File: config.mk
export PLATFORM = sky130hd
export DESIGN_NAME = serial_adder_flat
export DESIGN_NICKNAME = d
export VERILOG_FILES = /design/src/rtl/serial_adder_if.sv /design/src/rtl/serial_adder.sv /design/src/flat_wrapper.sv
export SDC_FILE = /design/constraint.sdc
export NUM_CORES = 1
export LEC_CHECK = 0
export CAP_MARGIN = 20
export CORE_MARGIN = 2
export CORE_UTILIZATION = 35
export DETAILED_ROUTE_END_ITERATION = 7
export DONT_BUFFER_PORTS = 1
export PLACE_DENSITY_LB_ADDON = 0.12
export SYNTH_ARGS = -nofsm -noshare
export SYNTH_HDL_FRONTEND = slang
export SYNTH_SLANG_ARGS = --single-unit
File: constraint.sdc
create_clock -name clk -period 1.84 [get_ports clk]
set_input_delay 0.368 -clock clk [delete_from_list [all_inputs] [get_ports clk]]
set_output_delay 0.368 -clock clk [all_outputs]
set_load 0.05 [all_outputs]
File: src/rtl/serial_adder_if.sv
// ============================================================================
//  Module      : serial_adder_if
//  Description : Operand/result handshake bundle for serial_adder.
//  Revision    : 1.0  initial release
// ============================================================================
`default_nettype none

interface serial_adder_if #(
    parameter int WIDTH = 8
);
    logic [WIDTH-1:0] a;
    logic [WIDTH-1:0] b;
    logic             cin;
    logic             in_valid;
    logic             in_ready;
    logic [WIDTH-1:0] s;
    logic             cout;
    logic             ovf;
    logic             out_valid;
    logic             out_ready;

    modport master (
        output a, b, cin, in_valid, out_ready,
        input  in_ready, s, cout, ovf, out_valid
    );

    modport slave (
        input  a, b, cin, in_valid, out_ready,
        output in_ready, s, cout, ovf, out_valid
    );
endinterface

`default_nettype wire

File: src/rtl/serial_adder.sv
// ============================================================================
//  Module      : serial_adder
//  Description : Digit-serial adder, DIGIT bits per clock, with carry-out and
//                signed overflow, valid/ready handshake on both sides.
//  Revision    : 1.0  initial release
// ============================================================================
`default_nettype none

module serial_adder #(
    parameter int WIDTH = 8,
    parameter int DIGIT = 1
) (
    input  wire           clk,
    input  wire           rst,
    serial_adder_if.slave bus
);
    localparam int N  = WIDTH / DIGIT;
    localparam int CW = (N > 1) ? $clog2(N) : 1;

    localparam logic [1:0] S_IDLE = 2'd0;
    localparam logic [1:0] S_RUN  = 2'd1;
    localparam logic [1:0] S_DONE = 2'd2;

    logic [1:0]       r_state;
    logic [1:0]       w_state_next;
    logic [CW-1:0]    r_cnt;
    logic [WIDTH-1:0] r_a;
    logic [WIDTH-1:0] r_b;
    logic             r_carry;
    logic [WIDTH-1:0] r_sum;
    logic [WIDTH-1:0] r_s;
    logic             r_cout;
    logic             r_ovf;
    logic             r_out_valid;
    logic             w_in_ready;
    logic             w_last;
    logic [DIGIT:0]   w_digit_sum;
    logic             w_c_msb;
    logic [WIDTH-1:0] w_sum_next;

    assign w_last      = (r_cnt == CW'(N - 1));
    assign w_digit_sum = {1'b0, r_a[DIGIT-1:0]} + {1'b0, r_b[DIGIT-1:0]}
                       + {{DIGIT{1'b0}}, r_carry};
    // Carry into the digit MSB recovered from its sum bit and operand bits.
    assign w_c_msb     = w_digit_sum[DIGIT-1] ^ r_a[DIGIT-1] ^ r_b[DIGIT-1];
    assign w_sum_next  = (r_sum >> DIGIT)
                       | (WIDTH'(w_digit_sum[DIGIT-1:0]) << (WIDTH - DIGIT));

    always_ff @(posedge clk) begin
        if (rst) begin
            r_state <= S_IDLE;
        end else begin
            r_state <= w_state_next;
        end
    end

    always_comb begin
        w_state_next = r_state;
        case (r_state)
            S_IDLE:  if (bus.in_valid) w_state_next = S_RUN;
            S_RUN:   if (w_last) w_state_next = S_DONE;
            S_DONE:  if (bus.out_ready) w_state_next = S_IDLE;
            default: w_state_next = S_IDLE;
        endcase
    end

    always_comb begin
        w_in_ready = 1'b0;
        if (!rst && (r_state == S_IDLE)) begin
            w_in_ready = 1'b1;
        end
    end

    always_ff @(posedge clk) begin
        if (rst) begin
            r_cnt       <= '0;
            r_a         <= '0;
            r_b         <= '0;
            r_carry     <= 1'b0;
            r_sum       <= '0;
            r_s         <= '0;
            r_cout      <= 1'b0;
            r_ovf       <= 1'b0;
            r_out_valid <= 1'b0;
        end else begin
            case (r_state)
                S_IDLE: begin
                    if (bus.in_valid) begin
                        r_a     <= bus.a;
                        r_b     <= bus.b;
                        r_carry <= bus.cin;
                        r_cnt   <= '0;
                    end
                end
                S_RUN: begin
                    r_a     <= r_a >> DIGIT;
                    r_b     <= r_b >> DIGIT;
                    r_carry <= w_digit_sum[DIGIT];
                    r_sum   <= w_sum_next;
                    r_cnt   <= r_cnt + CW'(1);
                    if (w_last) begin
                        r_s         <= w_sum_next;
                        r_cout      <= w_digit_sum[DIGIT];
                        r_ovf       <= w_c_msb ^ w_digit_sum[DIGIT];
                        r_out_valid <= 1'b1;
                    end
                end
                S_DONE: begin
                    if (bus.out_ready) begin
                        r_out_valid <= 1'b0;
                    end
                end
                default: r_out_valid <= 1'b0;
            endcase
        end
    end

    assign bus.in_ready  = w_in_ready;
    assign bus.s         = r_s;
    assign bus.cout      = r_cout;
    assign bus.ovf       = r_ovf;
    assign bus.out_valid = r_out_valid;

endmodule

`default_nettype wire
File: src/flat_wrapper.sv
// flat-port wrapper written by rule: the top's interface ports become plain ports
module serial_adder_flat 
#(
    parameter int WIDTH = 8,
    parameter int DIGIT = 1
)
  (clk, rst, bus_a, bus_b, bus_cin, bus_in_valid, bus_out_ready, bus_in_ready, bus_s, bus_cout, bus_ovf, bus_out_valid);
  serial_adder_if #(.WIDTH(WIDTH)) bus_i ();
  input  wire clk;
  input  wire rst;
  input wire logic [$bits(bus_i.a)-1:0] bus_a;
  input wire logic [$bits(bus_i.b)-1:0] bus_b;
  input wire logic [$bits(bus_i.cin)-1:0] bus_cin;
  input wire logic [$bits(bus_i.in_valid)-1:0] bus_in_valid;
  input wire logic [$bits(bus_i.out_ready)-1:0] bus_out_ready;
  output wire logic [$bits(bus_i.in_ready)-1:0] bus_in_ready;
  output wire logic [$bits(bus_i.s)-1:0] bus_s;
  output wire logic [$bits(bus_i.cout)-1:0] bus_cout;
  output wire logic [$bits(bus_i.ovf)-1:0] bus_ovf;
  output wire logic [$bits(bus_i.out_valid)-1:0] bus_out_valid;
  assign bus_i.a = bus_a;
  assign bus_i.b = bus_b;
  assign bus_i.cin = bus_cin;
  assign bus_i.in_valid = bus_in_valid;
  assign bus_i.out_ready = bus_out_ready;
  assign bus_in_ready = bus_i.in_ready;
  assign bus_s = bus_i.s;
  assign bus_cout = bus_i.cout;
  assign bus_ovf = bus_i.ovf;
  assign bus_out_valid = bus_i.out_valid;
  serial_adder #(.WIDTH(WIDTH), .DIGIT(DIGIT)) u_core (.clk(clk), .rst(rst), .bus(bus_i));
endmodule
After elaboration in Yosys (flattened, before gate mapping)
Index checks and enable logic that the tools add are counted.
Widths: inputs -> output; s select.
{ "word_totals": {"output_inout_bits": 12, "wordCells": 48, "inputBits": 21, "register_bits": 41} }
{ "classes": {"n_eq_ne": 6, "n_reduce_logical": 8, "muxes": 16, "n_addsub": 3, "bitwise": 5} }
{ "op_table": {"columns": ["operator", "count"], "rows": [
  ["$pmux 8 s2", 2],
  ["$mux 8", 2],
  ["$or 7x8->8", 1],
  ["$mux 2", 3],
  ["$pmux 2 s3", 1],
  ["$pmux 3 s2", 1],
  ["$reduce_and 3->1", 2],
  ["$mux 1", 4],
  ["$ne 2x2->1 const B", 2],
  ["$reduce_and 2->1", 2],
  ["$add 3x1->3 const B", 1],
  ["$eq 3x3->1 const B", 1],
  ["$mux 3", 1],
  ["$pmux 1 s3", 1],
  ["$xor 1x1->1", 3],
  ["$add 1x1->2", 1],
  ["$add 2x1->2", 1],
  ["$eq 2x1->1 const B", 1],
  ["$eq 2x2->1 const B", 1],
  ["$logic_not 2->1", 1],
  ["$ne 2x1->1 const B", 1],
  ["$pmux 1 s2", 1],
  ["$reduce_bool 2->1", 1],
  ["$logic_and 1x1->1", 1],
  ["2 further kinds", 2]
]} }

Depth between registers and ports, before layout
{ "depth": {"ltp_word": 5, "mapped_depth": 6} }

Worst setup path before layout
Ideal clock, no wire load.
{ "synth_path": {"path_kind": "input port to output port", "from": "input rst", "to": "output bus_in_ready", "path_stages": 3, "setup_slack_ns": -0.260, "path_buffers": 2, "arrival_time_ns": 1.732, "t_required_ns": 1.472, "cell_sequence": "clkbuf_1 > buf_2 > nor3_1"} }
{ "synth_between": {"elab_chain_cells": 3} }
{ "synth_lines": {"columns": ["element", "line", "source"], "rows": [
  ["from (decl)", "flat_wrapper.sv:10", "input wire rst;"],
  ["$logic_not 1->1", "serial_adder.sv:69", "if (!rst && (r_state == S_IDLE)) begin"],
  ["$logic_and 1x1->1", "serial_adder.sv:69", null],
  ["$mux 1", "serial_adder.sv:69", null],
  ["to (decl)", "flat_wrapper.sv:16", "output wire logic [$bits(bus_i.in_ready)-1:0] bus_in_ready;"]
]} }
Every way passes these cells.

Worst setup path in the final report
{ "layout_path": {"from": "register u_core.r_state[0]", "to": "output bus_in_ready"} }
{ "layout_between": {"elab_chain_cells": 3} }
{ "layout_lines": {"columns": ["element", "line", "source"], "rows": [
  ["from (decl)", "serial_adder.sv:24", "logic [1:0] r_state;"],
  ["from (signal assigned)", "serial_adder.sv:53", "r_state <= w_state_next;"],
  ["$logic_not 2->1", "serial_adder.sv:69", null],
  ["$logic_and 1x1->1", "serial_adder.sv:69", null],
  ["$mux 1", "serial_adder.sv:69", null]
]} }
Every way passes these cells.

==> impl_metrics.prom <==
# TYPE chip_impl_metric gauge
chip_impl_metric{name="gr-total-overflow",unit=""} 0
chip_impl_metric{name="arrival",unit="ns"} 1.25
chip_impl_metric{name="timing.fmax",unit="MHz"} 620
chip_impl_info{name="cts_tree",value="yes"} 1
chip_impl_metric{name="fin_skew",unit="ns"} 0.00879
chip_impl_metric{name="grt_antenna_before_repair",unit=""} 0
chip_impl_info{name="outcome",value="finished clean"} 1
chip_impl_metric{name="timing.hold.ws",unit="ns"} 0.135
chip_impl_metric{name="min_period",unit="ns"} 1.61
chip_impl_info{name="synthTopCellsByCount",value="sky130_fd_sc_hd__dfxtp_1 (40), sky130_fd_sc_hd__nand2_1 (32), sky130_fd_sc_hd__nor2_1 (30), sky130_fd_sc_hd__a21oi_1 (18), sky130_fd_sc_hd__a211oi_2 (10)"} 1
chip_impl_metric{name="ctsResizeCount",unit=""} 0
chip_impl_metric{name="io_buffer_count",unit=""} 0
chip_impl_metric{name="remaining_drc_errors",unit=""} 0
chip_impl_metric{name="n_antenna_cell",unit=""} 0
chip_impl_metric{name="postCtsHoldBufs",unit=""} 0
chip_impl_metric{name="routed_via_density",unit=""} 5.02
chip_impl_info{name="critical_path.startpoint_type",value="flip-flop"} 1
chip_impl_metric{name="power.static_leakage",unit="uW"} 0.000630
chip_impl_info{name="clk_root_buffer_cell",value="sky130_fd_sc_hd__clkbuf_8"} 1
chip_impl_metric{name="hpwl",unit="mm"} 2.38
chip_impl_metric{name="slew_viol_final",unit=""} 0
chip_impl_metric{name="ys_ff_latch",unit=""} 40
chip_impl_metric{name="timing.final.hold_violations",unit=""} 0
chip_impl_metric{name="path_max_fanout",unit=""} 15
chip_impl_metric{name="cts_num_sinks",unit=""} 40
chip_impl_info{name="crit_slowest_cell",value="sky130_fd_sc_hd__dfxtp_1"} 1
chip_impl_metric{name="reg_clk_slew_reported_paths",unit="ns"} 0.08
chip_impl_metric{name="seq_area",unit="um2"} 801
chip_impl_metric{name="insertion_delay",unit="ns"} 0.29
chip_impl_info{name="maxUsedRoutingLayer",value="met4"} 1
chip_impl_metric{name="reg2regPathDepth",unit=""} 4
chip_impl_metric{name="fp.dieH",unit="um"} 73.8
chip_impl_metric{name="maxcap_viol_count",unit=""} 0
chip_impl_metric{name="synth_enable_flop_cells",unit=""} 0
chip_impl_metric{name="floorplan.core_area",unit="um2"} 4720
chip_impl_metric{name="synth_fp_nets",unit=""} 216
chip_impl_info{name="synth.largest_area_cell",value="sky130_fd_sc_hd__dfxtp_1"} 1
chip_impl_info{name="ys.flop_type",value="sky130_fd_sc_hd__dfxtp_1"} 1
chip_impl_metric{name="synthArstFlopShare",unit="%"} 0
chip_impl_metric{name="gp_routability_congestion",unit=""} 0.709
chip_impl_metric{name="tritoncts.num_buffers",unit=""} 5
chip_impl_metric{name="placed_cell_area",unit="um2"} 1740
chip_impl_metric{name="post_route_cells_drive_above_1_share",unit="%"} 13.8
chip_impl_metric{name="grt_pass1_vias",unit=""} 1286
chip_impl_metric{name="drt_first_pass_iters",unit=""} 4
chip_impl_metric{name="power.density_cell_area",unit="nW/um2"} 950
chip_impl_metric{name="number_of_rows_created_at_floorplan",unit=""} 25
chip_impl_metric{name="worst_path_required",unit="ns"} 1.47
chip_impl_metric{name="grt_use_total",unit="%"} 14.4
chip_impl_metric{name="number_of_buffers_added_for_setup_after_cts",unit=""} 0
chip_impl_metric{name="initial_utilization",unit="%"} 36.1
chip_impl_metric{name="ant_nets",unit=""} 0
chip_impl_info{name="worst_setup_path_end_kind",value="output port"} 1
chip_impl_metric{name="netlist.area_leader.share",unit="%"} 46.9
chip_impl_metric{name="synth_warnings",unit=""} 0
chip_impl_metric{name="grt_max_degree",unit=""} 42
chip_impl_metric{name="cts_max_path_buffers",unit=""} 2
chip_impl_info{name="synthMostInstantiatedCell",value="sky130_fd_sc_hd__dfxtp_1"} 1
chip_impl_metric{name="multi_input_comb_area",unit="um2"} 806
chip_impl_info{name="criticalPathCategory",value="reg -> out"} 1
chip_impl_metric{name="placed_cells",unit=""} 248
chip_impl_metric{name="post_drt_wl_per_cell",unit="um"} 14.0
chip_impl_info{name="hold_path_class",value="in -> reg"} 1
chip_impl_metric{name="detail_route.wirelength.met1",unit="mm"} 1.80
chip_impl_metric{name="ctsHtreeMaxLevel",unit=""} 2
chip_impl_metric{name="critical-path-max-stage-delay",unit="ns"} 0.65
chip_impl_metric{name="power.ir.vdd_worst",unit="mV"} 0.438
chip_impl_metric{name="gate_count_after_technology_mapping",unit=""} 192
chip_impl_info{name="synthTopCellsByArea",value="sky130_fd_sc_hd__dfxtp_1 (47%), sky130_fd_sc_hd__a211oi_2 (7.3%), sky130_fd_sc_hd__nand2_1 (7.0%), sky130_fd_sc_hd__nor2_1 (6.6%), sky130_fd_sc_hd__a21oi_1 (5.3%)"} 1
chip_impl_metric{name="final-instance-count-excl-fill",unit=""} 256
chip_impl_metric{name="total_negative_slack",unit="ns"} 0
chip_impl_metric{name="count_of_final_setup_violators",unit=""} 0
chip_impl_metric{name="route.met3.wl",unit="um"} 205
chip_impl_metric{name="dieArea",unit="um2"} 5450
chip_impl_metric{name="worst_pin_slew",unit="ns"} 0.524
chip_impl_info{name="worstPathCellList",value="nor3_2 > buf_4"} 1
chip_impl_metric{name="first_pass_grt_wire_length",unit="mm"} 5.96
chip_impl_metric{name="period_share",unit="%"} 87.7
chip_impl_metric{name="routed_wirelength",unit="mm"} 3.58
chip_impl_metric{name="detailroute.wirelength.met2",unit="mm"} 1.55
chip_impl_metric{name="routed-via-count",unit=""} 1285
chip_impl_metric{name="post_synth_instance_area",unit="um2"} 1710
chip_impl_metric{name="fp.dieW",unit="um"} 73.8
chip_impl_metric{name="num_io_pins",unit=""} 33
chip_impl_metric{name="synthToLayoutAreaGrowth",unit="%"} 7.11
chip_impl_metric{name="detailedRoute.firstIterationViolations",unit=""} 68
chip_impl_metric{name="netlist-cell-type-count",unit=""} 30
chip_impl_metric{name="layout.cell_area.non_filler",unit="um2"} 1830
chip_impl_info{name="rsz0062_at_grt",value="no"} 1
chip_impl_metric{name="whs_path_depth",unit=""} 1
chip_impl_metric{name="ys_seq_area_share",unit="%"} 46.9
chip_impl_metric{name="final.fill_count",unit=""} 486
chip_impl_metric{name="fin_util",unit="%"} 38.7
chip_impl_metric{name="syn_avg_cell_area",unit="um2"} 8.89
chip_impl_metric{name="layout.nets",unit=""} 212
chip_impl_metric{name="slew-limit-headroom",unit="%"} 65.0
==> kinds of logic (layout without fill, tap and decap cells) <==
group	after synthesis	after routing	synth area share (%)
flip-flops	40	40	46.9
adder cells (fa/ha/maj)	3	3	2.64
XOR/XNOR	3	3	1.54
AO/OA/AOI/OAI	58	58	25.7
AND/OR/NAND/NOR	70	70	17.0
buffers and inverters	18	15	6.16
==> where the power goes <==
part / leakage, uW / internal (uW) / switching [uW] / total [uW]
logic: 0.000252 / 93.6 / 104 / 198
clock network: 0.0000510 / 299 / 297 / 596
registers: 0.000327 / 909 / 34.0 / 943
total: 0.000630 / 1300 / 435 / 1740
==> placed cells by master (no fill, tap or decap), drive strengths merged, types with 2 or more instances in the layout <==
cell type / count
dfxtp: 40
nand2: 32
nor2: 30
a21oi: 18
a211oi: 17
o22ai: 8
o2bb2ai: 7
clkbuf: 6
buf: 5
xnor2: 3
nand2b: 2
a22oi: 2
o21ai: 2
a32oi: 2
ha: 2
clkinv: 2
inv: 2
==> final timing paths <==
check | endpoint | slack (ns) | start
worst min register to register | u_core.r_sum[1]$_SDFFE_PP0N_ | 0.46 | u_core.r_sum[1]$_SDFFE_PP0N_
worst max-delay path | bus_in_ready | 0.23 | u_core.r_state[0]$_SDFFE_PP0P_
worst min-delay path | u_core.r_cnt[0]$_SDFFE_PP0P_ | 0.14 | rst
worst max register to register | u_core.r_a[1]$_SDFFE_PP0P_ | 0.29 | u_core.r_state[0]$_SDFFE_PP0P_
==> metrics by stage <==
| step | setup WS (ns) | total power, uW |
|---|---|---|
| after global routing | 0.0741 | 1830 |
| after floorplan | 0.174 | 1150 |
| after detailed placement | 0.299 | 1160 |
| after CTS | 0.203 | 1760 |
| after global placement | 0.319 | 1160 |
| final | 0.226 | 1740 |
==> registers in the layout, summed over array words and instances (netlist names) <==
name,cells
u_core.bus.cout,1
u_core.r_carry,1
u_core.r_b,8
u_core.bus.ovf,1
u_core.r_a,8
u_core.bus.out_valid,1
u_core.r_sum,7
u_core.r_cnt,3
u_core.r_state,2
u_core.bus.s,8
==> routing by layer <==
metal	vias up	GRT usage [%]
li1	658	-
met1	596	19.9
met2	27	20.6
met3	4	5.62
met4	0	4.24
met5	-	0
==> area by class of cell <==
cell class / count / share of cell area, %
clock buffers: 6 / 4.52
clock inverters: 2 / 0.548
inverters: 2 / 0.411
multi-input cells: 134 / 44.1
flip-flops and latches: 40 / 43.8
well taps: 67 / 4.59
repair buffers: 5 / 2.05
==> critical path: cells and delay by family (launching register included) <==
kind / cells / cell delay, ns
buffers and inverters: 1 / 0.21
flip-flops: 1 / 0.65
AND/OR/NAND/NOR: 1 / 0.10
No activity file was read; power rests on OpenSTA's default activity.
==> variant: new RTL, same flow settings <==
`WIDTH` is set to 8 in 3 places; all go to 16.
--- a/src/rtl/serial_adder_if.sv
+++ b/src/rtl/serial_adder_if.sv
@@ -8,3 +8,3 @@
 interface serial_adder_if #(
-    parameter int WIDTH = 8
+    parameter int WIDTH = 16
 );
--- a/src/rtl/serial_adder.sv
+++ b/src/rtl/serial_adder.sv
@@ -9,3 +9,3 @@
 module serial_adder #(
-    parameter int WIDTH = 8,
+    parameter int WIDTH = 16,
     parameter int DIGIT = 1
--- a/src/flat_wrapper.sv
+++ b/src/flat_wrapper.sv
@@ -3,3 +3,3 @@
 #(
-    parameter int WIDTH = 8,
+    parameter int WIDTH = 16,
     parameter int DIGIT = 1
Ports: changed (resized bus_a, bus_b and bus_s); port bits go from 33 to 57. The function was not compared with the original's and may differ.
==> variant against the unedited design <==
- clock skew down 0.00074 ns
- sequential cell count increased by 33
- sequential power increased by 79%
- combinational power increased by 39%
- wire length rose by 99%
- worst hold slack worse by 0.058 ns
- final area is 85% higher
- worst setup slack got worse by 0.0093 ns
- area after synthesis increased by 77%
- cell count grew 82%
- count of clock-buffer cells in the layout grew 3
- maximum frequency fell by 0.57%
- total power grew 120%
- core utilization is 2.0 points higher
==> variant: results (changes against the unedited design) <==
{
  "result_of_the_run": {"value": "complete, no violations"},
  "peakVddDrop": {"value": 0.436, "unit": "mV", "change": "-0.46%"},
  "route.final.wire_length": {"value": 7120, "unit": "um", "change": "+99%"},
  "multi_input_cells": {"value": 253, "change": "+89%"},
  "syn_avg_cell_area": {"value": 8.30, "unit": "um^2", "change": "-6.6%"},
  "cts-htree-levels": {"value": 3, "change": "+1"},
  "ys_seq_area_frac": {"value": 0.485, "change": "+0.0158"},
  "synth_compound_gate_area_share": {"value": 0.303, "change": "+0.0454"},
  "yosys.cell_types.count": {"value": 32, "change": "+6.7%"},
  "inverters_excl_clock": {"value": 3, "change": "+1"},
  "leakage_power_summed_over_all_cells": {"value": 1.15, "unit": "nW", "change": "+82%"},
  "synth.area.mux_share": {"value": 0.00332, "change": "+0.00332"},
  "rr_worst_depth": {"value": 5, "change": "+1"},
  "initialDrtViolationCount": {"value": 168, "change": "+150%"},
  "gp_congestion": {"value": 0.760, "change": "+7.1%"},
  "cts_sinks": {"value": 73, "change": "+83%"},
  "grt_pass1_wl": {"value": 12200, "unit": "um", "change": "+100%"},
  "grt_use_met3": {"value": 0.0607, "change": "+0.00445"},
  "use_met2": {"value": 0.230, "change": "+0.0234"},
  "num_vias": {"value": 2509, "change": "+95%"},
  "post_synth_fa_ha_maj_area_fraction": {"value": 0.0108, "change": "-0.0156"},
  "buf_share": {"value": 0.0333, "change": "+0.0128"},
  "filler_cell_count": {"value": 844, "change": "+74%"},
  "layoutNonFillerInstCount": {"value": 465, "change": "+82%"},
  "clockNetworkAreaShare": {"value": 0.0859, "change": "+0.0352"},
  "power.switching_fraction": {"value": 0.219, "change": "-0.0309"},
  "worst_clock_skew": {"value": 0.00804, "unit": "ns", "change": "-0.000742 ns"},
  "nonClockBufferCount": {"value": 15, "change": "+10"},
  "global_route.usage.total": {"value": 0.158, "change": "+0.0139"},
  "worstPathMaxFanout": {"value": 8, "change": "-7"}
}
[variant: cell types whose count changed after synthesis, sizes merged, moves of 2 or more]
| cell | change |
|---|---|
| o2bb2ai | +19 |
| nand3 | +20 |
| a21oi | +48 |
| clkbuf | +9 |
| nor2 | +2 |
| a31oi | +2 |
| xnor2 | -2 |
| a211oi | -16 |
| o21ai | +47 |
| o22ai | -3 |
| buf | +9 |
| dfxtp | +33 |
| nand2 | +2 |
[variant: power groups by stage]
stage | clock network [mW] | registers, mW | logic (mW)
6_report | 1.79 | 1.69 | 0.276
5_1_grt | 1.90 | 1.70 | 0.316
4_1_cts | 1.84 | 1.69 | 0.279
3_5_place_dp | 0 | 1.73 | 0.278
3_3_place_gp | 0 | 1.73 | 0.275
2_1_floorplan | 0 | 1.72 | 0.250
[variant: worst paths after layout]
kind	startpoint	to	slack, ns
worst max-delay path	u_core.r_state[1]$_SDFFE_PP0P_	bus_in_ready	0.22
worst max register to register	u_core.r_cnt[1]$_SDFFE_PP0P_	u_core.bus.s[11]$_SDFFE_PP0P_	0.36
worst min-delay path	rst	u_core.bus.ovf$_SDFFE_PP0P_	0.08
worst min register to register	u_core.r_sum[1]$_SDFFE_PP0N_	u_core.r_sum[1]$_SDFFE_PP0N_	0.45
[variant: per-stage QoR]
| stage | instance area (um^2) | utilization |
|---|---|---|
| floorplan | 3020 | - |
| global placement | 3090 | 0.372 |
| detailed placement | 3090 | 0.372 |
| CTS | 3380 | 0.407 |
| global route | 3380 | 0.407 |
| finish | 3380 | 0.407 |
[variant: cell families after synthesis]
group,after synthesis
xor+xnor,1
flops,73
compound gates,155
mux,1
simple gates,94
buf+inv,37
fa+ha+maj,2
[variant: worst max-delay path, stage by stage, from the launching register on]
cell     delay [ns]
dfxtp_1        0.39
nor3_2         0.28
buf_4          0.24
